## src/rtl/multi_motor_pwm.sv

```systemverilog
// multi_motor_pwm: N-channel H-bridge PWM with per-period duty/code shadowing and reversal dead time
module multi_motor_pwm #(
  parameter int NUM_MOT     = 4,
  parameter int CNT_W       = 12,
  parameter int PERIOD      = 2601,
  parameter int DEAD_CYCLES = 16
) (
  input  logic                     clk,
  input  logic                     rst,
  input  logic                     mot_en,
  input  logic [NUM_MOT*CNT_W-1:0] duty,
  input  logic [2*NUM_MOT-1:0]     drive_code,
  input  logic                     bemf_sensing,
  output logic                     pwm,
  output logic [NUM_MOT-1:0]       mtop,
  output logic [NUM_MOT-1:0]       mbot,
  output logic                     period_start
);
  localparam logic [CNT_W-1:0] LAST = CNT_W'(PERIOD - 1);
  localparam logic [CNT_W-1:0] DEAD = CNT_W'(DEAD_CYCLES);
  localparam logic [CNT_W-1:0] ONE  = CNT_W'(1);
  logic [CNT_W-1:0] cnt;
  logic wrap;
  logic [NUM_MOT-1:0] act, top_c, bot_c, mtop_r, mbot_r;
  assign wrap = cnt == LAST;
  always_ff @(posedge clk or posedge rst)
    if (rst) begin
      cnt <= '0;
      period_start <= 1'b0;
    end else begin
      cnt <= wrap ? '0 : cnt + ONE;
      period_start <= wrap;
    end
  for (genvar i = 0; i < NUM_MOT; i++) begin : g_ch
    logic [CNT_W-1:0] duty_sh, dead_cnt;
    logic [1:0] code_sh, code_nx;
    logic rev;
    assign code_nx = drive_code[2*i +: 2];
    assign rev = (code_sh ^ code_nx) == 2'b11 && code_sh[1] != code_sh[0];
    always_ff @(posedge clk or posedge rst)
      if (rst) begin
        duty_sh <= '0;
        code_sh <= 2'b00;
        dead_cnt <= '0;
      end else begin
        if (wrap) begin
          duty_sh <= duty[i*CNT_W +: CNT_W];
          code_sh <= code_nx;
        end
        dead_cnt <= wrap && rev ? DEAD : (dead_cnt == '0 ? '0 : dead_cnt - ONE);
      end
    assign act[i] = cnt < duty_sh && dead_cnt == '0;
    assign top_c[i] = code_sh[1];
    assign bot_c[i] = code_sh[0];
  end
  always_ff @(posedge clk or posedge rst)
    if (rst) begin
      mtop_r <= '0;
      mbot_r <= '0;
      pwm <= 1'b0;
    end else begin
      mtop_r <= act & top_c;
      mbot_r <= act & bot_c;
      pwm <= mot_en && |act;
    end
  assign mtop = mtop_r & ~{NUM_MOT{bemf_sensing}};
  assign mbot = mbot_r & ~{NUM_MOT{bemf_sensing}};
endmodule
```

## config.mk

```make
export PLATFORM = sky130hd
export DESIGN_NAME = multi_motor_pwm
export DESIGN_NICKNAME = d
export VERILOG_FILES = /design/src/rtl/multi_motor_pwm.sv
export SDC_FILE = /design/constraint.sdc
export NUM_CORES = 1
export LEC_CHECK = 0
export CORE_UTILIZATION = 47
export CTS_CLUSTER_DIAMETER = 120
export CTS_CLUSTER_SIZE = 30
export DETAILED_ROUTE_END_ITERATION = 10
export PLACE_DENSITY = 0.76
export SYNTH_ARGS = -nofsm -noshare
export SYNTH_HDL_FRONTEND = slang
export SYNTH_SLANG_ARGS = --single-unit
export TNS_END_PERCENT = 1
```

## constraint.sdc

```tcl
create_clock -name clk -period 5.7 [get_ports clk]
set_input_delay 1.14 -clock clk [delete_from_list [all_inputs] [get_ports clk]]
set_output_delay 1.14 -clock clk [all_outputs]
set_load 0.01 [all_outputs]
```

==> results of run 1 <==
==> state kept, by name (all words and copies together) (netlist names) <==
name,count
cnt,12
g_ch.duty_sh,48
pwm,1
period_start,1
mtop_r,4
mbot_r,4
g_ch.code_sh,8
g_ch.dead_cnt,48
==> cell families (layout without fill, tap and decap cells) <==
kind of cell             count (synthesis)  after routing  share of synthesized area (%)
XOR/XNOR                                45             45                          6.272
AO/OA/AOI/OAI                           88             88                          8.403
flip-flops                             126            126                          50.18
adder cells (fa/ha/maj)                 51             51                          10.16
buffers and inverters                   75            160                          4.480
AND/OR/NAND/NOR                        269            269                          20.51
==> final cells by class <==
type                    count  share of cell area, %
well taps                 172                  2.794
flip-flops and latches    126                  40.94
clock inverters             7                 0.8123
multi-input cells         453                  36.99
repair buffers             72                  9.261
inverters                  58                  2.859
clock buffers              23                  6.336
==> power by group <==
group	switching [mW]	total [mW]	leakage (nW)	internal, mW
Clock	0.368	1.00	0.274	0.636
Combinational	0.0295	0.0732	2.21	0.0438
Sequential	0.000252	0.896	1.41	0.896
==> synthesized netlist by cell type (3+ instances only) <==
master	n
ha_1	51
nor4bb_1	8
o31ai_1	3
a21o_1	8
nand4_1	11
a2111oi_0	3
o21a_1	3
nand3_1	16
nand2_1	97
nand2b_1	5
xnor2_1	37
and2_1	9
a21oi_1	12
xor2_1	8
o21ai_0	52
nor2_1	70
nor2b_1	10
dfrtp_1	126
inv_1	58
nor3_1	15
clkbuf_1	16
nor4_1	14
or4_4	4
==> path summary, 6_finish.rpt <==
| check | cells past startpoint | slack (ns) | to | from |
|---|---|---|---|---|
| max in group asynchronous | 3 | 3.68 | g_ch[2].code_sh[0]$_DFFE_PP0P_ | rst |
| worst min-delay path | 1 | 0.45 | g_ch[2].dead_cnt[0]$_DFF_PP0_ | g_ch[2].dead_cnt[0]$_DFF_PP0_ |
| worst min register to register | 1 | 0.45 | g_ch[2].dead_cnt[0]$_DFF_PP0_ | g_ch[2].dead_cnt[0]$_DFF_PP0_ |
| min in group asynchronous | 2 | 1.07 | g_ch[0].dead_cnt[3]$_DFF_PP0_ | rst |
| worst max register to register | 6 | 2.17 | g_ch[2].dead_cnt[6]$_DFF_PP0_ | cnt[7]$_DFF_PP0_ |
| worst max-delay path | 3 | 2.07 | mbot[2] | bemf_sensing |
==> layer usage <==
metal | share of wire [%] | wire [um] | GRT usage, %
met4 | 1.5 | 199 | 8.253
met5 | 0 | 0 | 0
met1 | 46 | 6256 | 26.53
met3 | 3.9 | 533 | 4.797
met2 | 49 | 6635 | 35.29
==> stage by stage <==
step           hold WS, ns  power (mW)  cells  util [%]  worst slack [ns]
6_report            0.4513       1.973    911     60.05             2.074
5_1_grt             0.4817       2.030    911     60.05             1.777
4_1_cts             0.4565       1.986    911     60.05             2.018
3_5_place_dp        0.4498      0.9860    881     55.76             2.014
3_3_place_gp        0.4418      0.9843    881     55.76             2.105
2_1_floorplan       0.4257      0.9293    654         -             1.204
==> worst max-delay path, cell delays in order <==
cell,delay [ns]
clkdlybuf4s50_1,0.58
nor2b_1,0.20
clkdlybuf4s50_1,0.57
==> metrics, run 1 <==
fillers 1072; Post-Syn Instances 654; Post-Syn Area 0.006284 sq mm; First-pass DRT Iterations 5; multi-input combinational cell area 0.002849 sq mm; yosys warns 0; endpoint type of the worst setup path output pin; fmax 275.8 MHz; Core ar. 0.01282 sq mm; async set-reset flop share out of synthesis 100.0%; final wirelength 13620 um; design area 0.007701 sq mm; most common cell after layout, fill and taps aside dfrtp_1; Setup CP Type in -> out; outcome complete, no violations; Synth Flop Type dfrtp_1; Max-slew headroom 23.43%; DP Area 0.007151 sq mm; share of cells above drive strength 1 5.683%; Hold WC Path Type reg -> reg; Die Span X 117.6 um; top cells by area, synth dfrtp_1 (50%), ha_1 (10%), nand2_1 (5.8%); Final ANT Viol Nets 0; CP Data Arrival Time 2.49 ns; TritonCTS clock tree done; clk_skew 0.004997 ns; RePlAce Congestion 0.8350; Pins Over Slew Limit 0; final HPWL from detailed placement 9839 um; clock root cell clkbuf_16; setup violators final 0; via count 4763; TNS Setup 0 ns; Netlist cell types 37; total track usage 21.12%; CP required 4.56 ns; Yosys reg bits 126; n_diodes 0; Total Nets Final 839; Post-Syn Area per Cell 9.608 sq um; Worst VDD drop 0.1521 mV; clk slew on worst S/H paths 0.05 ns; I/O pin total 70; first-pass GRT wire length 23140 um; number of CTS-inserted buffers 17; via-per-instance ratio 5.228; setup bufs post-CTS 0; largest area contributor in the netlist dfrtp_1; most frequent cells in the layout dfrtp_1 (126), nand2_1 (97), nor2_1 (70); largest net degree at the start of global routing 70; Cell Pwr Density 256.2 mW/mm^2; Initial Util 49.00%; initial antenna violation count 0; Post-synth EDFFs 0; Skew-Pair Late Insertion Delay 0.41 ns; gr ovfl total 0; sequential cell area 0.003153 sq mm; syn nets 765; post-synthesis sequential area ratio 50.18%; Clock Path Buffers 2; minimum clock period 3.626 ns; number of port buffers 69; CTS Hold Buffers Added 0; area grow syn2layout 22.56%; clock sink count 126; fin crit share 63.62%; Rows 41; startpoint types input port; Synth top area share 50.18%; Resize count post-CTS 0; Worst Path Max Fanout 8; initial DRC count 327; Tightest Pin Transition 1.137 ns; die height 117.6 um; DRC 0; vias in the first global route 4952; RSZ-0062 raised after global routing no; H-Tree Depth 4; WL per Instance 14.95 um; Hold Vio Cnt, Final 0; Static Leak 3.890 nW; die area 0.01384 sq mm; Max Cap Violations 0
Power figures use the tool's default switching activity.
==> run 2: changes to the inputs <==
--- a/config.mk
+++ b/config.mk
@@ -9,7 +9,7 @@
 export CTS_CLUSTER_DIAMETER = 120
 export CTS_CLUSTER_SIZE = 30
 export DETAILED_ROUTE_END_ITERATION = 10
-export PLACE_DENSITY = 0.76
+export PLACE_DENSITY = 0.78
 export SYNTH_ARGS = -nofsm -noshare
 export SYNTH_HDL_FRONTEND = slang
 export SYNTH_SLANG_ARGS = --single-unit
==> constraint.sdc (replaced) <==
create_clock -name clk -period 3.3 [get_ports clk]
set_input_delay 0.66 -clock clk [delete_from_list [all_inputs] [get_ports clk]]
set_output_delay 0.66 -clock clk [all_outputs]
set_load 0.01 [all_outputs]
==> run 2 against run 1 <==
Compared with the run above:
- combinational power grew 73%
- worst hold slack better by 0.014 ns
- highest routed layer unchanged
- die area unchanged
- total power is 74% higher
==> metrics, run 2 (synthesized netlist as in run 1, its figures left out) <==
outcome complete, no violations; Resize count post-CTS 0; vias in the first global route 5023; fillers 1037; share of cells above drive strength 1 6.191%; Pint 2.722 mW; setup bufs post-CTS 0; Reg power frac 45.2%; most frequent cells in the layout dfrtp_1 (126), nand2_1 (97), nor2_1 (70); Largest stage delay, worst path 0.58 ns; number of CTS-inserted buffers 17; Hold WC Path Type reg -> reg; Clock Path Buffers 2; switching share of power 20.57%; fmax 371.8 MHz; clock share of power 51.1%; Pins Over Slew Limit 0; via-per-instance ratio 5.285; RePlAce Congestion 0.8254; minimum clock period 2.690 ns; clk slew on worst S/H paths 0.05 ns; number of port buffers 69; setup violators final 0; endpoint type of the worst setup path output pin; Static Leak 3.908 nW; CP required 2.64 ns; Comb pwr share 3.7%; die area 0.01384 sq mm; RSZ-0062 raised after global routing no; Setup CP Type in -> out; startpoint types input port; DRC 0; total track usage 22.47%; Cells after DPL 885; die height 117.6 um; Total Power 3.427 mW; most common cell after layout, fill and taps aside dfrtp_1; via count 4836; Tightest Pin Transition 0.7316 ns; clk_skew 0.006414 ns; design area 0.007745 sq mm; gr ovfl total 0; Cell Pwr Density 442.4 mW/mm^2; CP max stage cell clkdlybuf4s50_1; n_diodes 0; DP Area 0.007194 sq mm; Final ANT Viol Nets 0; Initial Util 49.00%; H-Tree Depth 4; Skew-Pair Late Insertion Delay 0.42 ns; Max Cap Violations 0; total net switching power 0.7050 mW; critical-path cell list clkdlybuf4s50_1 > nor2b_1 > clkdlybuf4s50_1; Worst Path Max Fanout 8; First-pass DRT Iterations 4; Max-slew headroom 51.23%; CTS Hold Buffers Added 0; initial DRC count 375; final core occ 60.39%; Hold Vio Cnt, Final 0; Largest regs g_ch.dead_cnt (48), g_ch.duty_sh (48), cnt (12); clock root cell clkbuf_16; WL per Instance 15.50 um; largest net degree at the start of global routing 127; cell repeated most along the worst path clkdlybuf4s50_1; initial antenna violation count 0; Buf+Inv Stages, Crit Path 2; Core ar. 0.01282 sq mm; Rows 41; final wirelength 14180 um; TritonCTS clock tree done; Total Nets Final 843; sequential cell area 0.003153 sq mm; multi-input combinational cell area 0.002849 sq mm; fin crit share 81.50%; clock sink count 126; area grow syn2layout 23.26%; Die Span X 117.6 um; Worst VDD drop 0.3744 mV; I/O pin total 70; top cell family by delay on the critical path buffers and inverters; TNS Setup 0 ns; CP Data Arrival Time 2.03 ns; Finished Layout Cells 915; first-pass GRT wire length 24360 um; final HPWL from detailed placement 9837 um
==> run 2: worst register-to-register path: stages (launching register included) <==
cell and delay [ns]:
dfrtp_1 0.42, or4_4 0.57, or4_4 0.44, or3_1 0.35, a2111oi_2 0.45, o41a_1 0.21
==> run 2: layout make-up <==
type	count	share of cell area [%]
sequential	126	40.71
timing repair buffer	76	9.758
multi-input combinational	453	36.79
clock buffer	23	6.300
tap	172	2.779
clock inverter	7	0.8078
inverter	58	2.859
==> run 2: final timing paths <==
check	startpoint	to	slack [ns]	cells after the start
setup / recovery	bemf_sensing	mbot[2]	0.61	3
hold / removal	g_ch[2].dead_cnt[0]$_DFF_PP0_	g_ch[2].dead_cnt[0]$_DFF_PP0_	0.47	1
setup reg to reg	g_ch[1].dead_cnt[5]$_DFF_PP0_	pwm$_DFF_PP0_	0.80	5
hold reg to reg	g_ch[2].dead_cnt[0]$_DFF_PP0_	g_ch[2].dead_cnt[0]$_DFF_PP0_	0.47	1
max in group asynchronous	rst	g_ch[0].duty_sh[8]$_DFFE_PP0P_	1.97	3
min in group asynchronous	rst	mtop_r[3]$_DFF_PP0_	0.72	3
==> run 2: power by group through the flow <==
stage	Sequential [mW]	Clock (mW)	Combinational, mW
finish	1.55	1.75	0.127
CTS	1.55	1.78	0.130
global route	1.55	1.85	0.139
detailed placement	1.57	0	0.129
global placement	1.57	0	0.126
floorplan	1.57	0	0.0309
==> run 2: through the flow <==
stage                     hold slack [ns]  setup slack, ns
final                              0.4656           0.6104
after global placement             0.4405           0.6741
after CTS                          0.4691           0.5968
after floorplan                    0.4257            1.010
after detailed placement           0.4488           0.5969
after global routing               0.4960           0.5936
==> run 2: layer usage <==
metal  GRT usage (%)  wire (um)  up-vias
met5               0          0        -
met4           9.375        288        0
met3           5.233        728       24
met2           37.21       7008      115
met1           28.21       6158     2353
li1                -          -     2344
==> run 3: changes to the inputs <==
--- a/config.mk
+++ b/config.mk
@@ -9,7 +9,7 @@
 export CTS_CLUSTER_DIAMETER = 120
 export CTS_CLUSTER_SIZE = 30
 export DETAILED_ROUTE_END_ITERATION = 10
-export PLACE_DENSITY = 0.78
+export PLACE_DENSITY = 0.76
 export SYNTH_ARGS = -nofsm -noshare
 export SYNTH_HDL_FRONTEND = slang
 export SYNTH_SLANG_ARGS = --single-unit
==> constraint.sdc (replaced) <==
create_clock -name clk -period 2.65 [get_ports clk]
set_input_delay 0.53 -clock clk [delete_from_list [all_inputs] [get_ports clk]]
set_output_delay 0.53 -clock clk [all_outputs]
set_load 0.01 [all_outputs]
==> run 3 against run 2 <==
Compared with the run above:
- utilization grew 0.62 points
- final cell count grew 0.22%
- setup slack lost 0.49 ns
- non-clock buffer count is the same
- via count grew 0.95%
==> metrics, run 3 (synthesized netlist as in run 1, its figures left out) <==
initial DRC count 269; via count 4882; RePlAce Congestion 0.8058; Initial Util 49.00%; Max-slew headroom 51.65%; Die Span X 117.6 um; Max Cap Violations 0; Rows 41; Largest regs g_ch.dead_cnt (48), g_ch.duty_sh (48), cnt (12); design area 0.007825 sq mm; Hold WC Path Type reg -> reg; clock root cell clkbuf_16; Static Leak 3.936 nW; TNS Setup 0 ns; share of cells above drive strength 1 6.846%; die area 0.01384 sq mm; setup violators final 0; Total Power 4.520 mW; clk slew on worst S/H paths 0.06 ns; clk_skew 0.006507 ns; setup bufs post-CTS 0; DP Area 0.007194 sq mm; first-pass GRT wire length 24460 um; largest net degree at the start of global routing 127; most common cell after layout, fill and taps aside dfrtp_1; vias in the first global route 5186; minimum clock period 2.527 ns; area grow syn2layout 24.53%; RSZ-0062 raised after global routing no; sequential cell area 0.003153 sq mm; Pins Over Slew Limit 0; Total Nets Final 843; Hold Vio Cnt, Final 0; Skew-Pair Late Insertion Delay 0.42 ns; final core occ 61.01%; clock sink count 126; die height 117.6 um; Setup CP Type reg -> reg; Final ANT Viol Nets 0; final wirelength 14310 um; outcome complete, no violations; Tightest Pin Transition 0.7204 ns; WL per Instance 15.60 um; fillers 1052; via-per-instance ratio 5.324; number of CTS-inserted buffers 17; most frequent cells in the layout dfrtp_1 (126), nand2_1 (97), nor2_1 (70); endpoint type of the worst setup path flop; number of port buffers 69; Core ar. 0.01282 sq mm; CP Data Arrival Time 2.88 ns; Clock Path Buffers 2; Worst VDD drop 0.4275 mV; multi-input combinational cell area 0.002855 sq mm; Cell Pwr Density 577.6 mW/mm^2; TritonCTS clock tree done; initial antenna violation count 0; startpoint types flop; I/O pin total 70; CTS Hold Buffers Added 0; Worst Path Max Fanout 5; total track usage 22.49%; H-Tree Depth 4; gr ovfl total 0; CP required 3.00 ns; fmax 395.6 MHz; DRC 0; final HPWL from detailed placement 9672 um; fin crit share 95.38%; First-pass DRT Iterations 5; n_diodes 0
[run 3: layout make-up]
class,instances,area share [%]
Sequential cell,126,40.29
Multi-Input combinational cell,453,36.49
Timing Repair Buffer,76,9.658
Clock buffer,20,5.964
Inverter,58,2.830
Tap cell,172,2.750
Clock inverter,12,2.015
[run 3: critical path, cell delays in order, from the launching register on]
cell and delay [ns]:
dfrtp_1 0.42, or4_4 0.57, or4_4 0.44, or3_1 0.33, a2111oi_2 0.46, o41a_1 0.24
[run 3: what timing repair did]
item                                    4_1_cts  5_1_grt
gates resized for setup                       1        2
endpoints found under the hold margin         0        0
endpoints found under the setup margin        2       14
[run 3: per-stage QoR]
| stage | instances | worst slack [ns] | hold WS, ns |
|---|---|---|---|
| after floorplan | 654 | 0.3597 | 0.4257 |
| after global placement | 885 | 0.1750 | 0.4408 |
| after detailed placement | 885 | 0.04404 | 0.4517 |
| after CTS | 917 | 0.003155 | 0.4593 |
| after global routing | 917 | 0.004471 | 0.4924 |
| final | 917 | 0.1225 | 0.4676 |
[run 3: path summary, 6_finish.rpt]
kind	endpoint	cells after the start	slack (ns)	start
worst max-delay path	pwm$_DFF_PP0_	5	0.12	g_ch[2].dead_cnt[5]$_DFF_PP0_
worst min-delay path	g_ch[3].dead_cnt[0]$_DFF_PP0_	1	0.47	g_ch[3].dead_cnt[0]$_DFF_PP0_
worst max register to register	pwm$_DFF_PP0_	5	0.12	g_ch[2].dead_cnt[5]$_DFF_PP0_
worst min register to register	g_ch[3].dead_cnt[0]$_DFF_PP0_	1	0.47	g_ch[3].dead_cnt[0]$_DFF_PP0_
max in group asynchronous	g_ch[1].code_sh[1]$_DFFE_PP0P_	3	1.50	rst
min in group asynchronous	g_ch[0].dead_cnt[5]$_DFF_PP0_	3	0.64	rst
[run 3: layer usage]
layer  vias to the layer above  routed length (um)  part of all wire, %  GRT usage, %
li1                       2352                   -                    -             -
met1                      2363                6026                   42         26.55
met2                       125                7126                   50         37.90
met3                        42                 644                  4.5         5.717
met4                         0                 511                  3.6         11.38
met5                         -                   0                    0             0
[run 3: power breakdown]
part           internal [mW]  leakage (nW)  switching, mW
combinational         0.0952          2.23         0.0620
clock                   1.56         0.299          0.877
sequential              1.93          1.41       0.000443
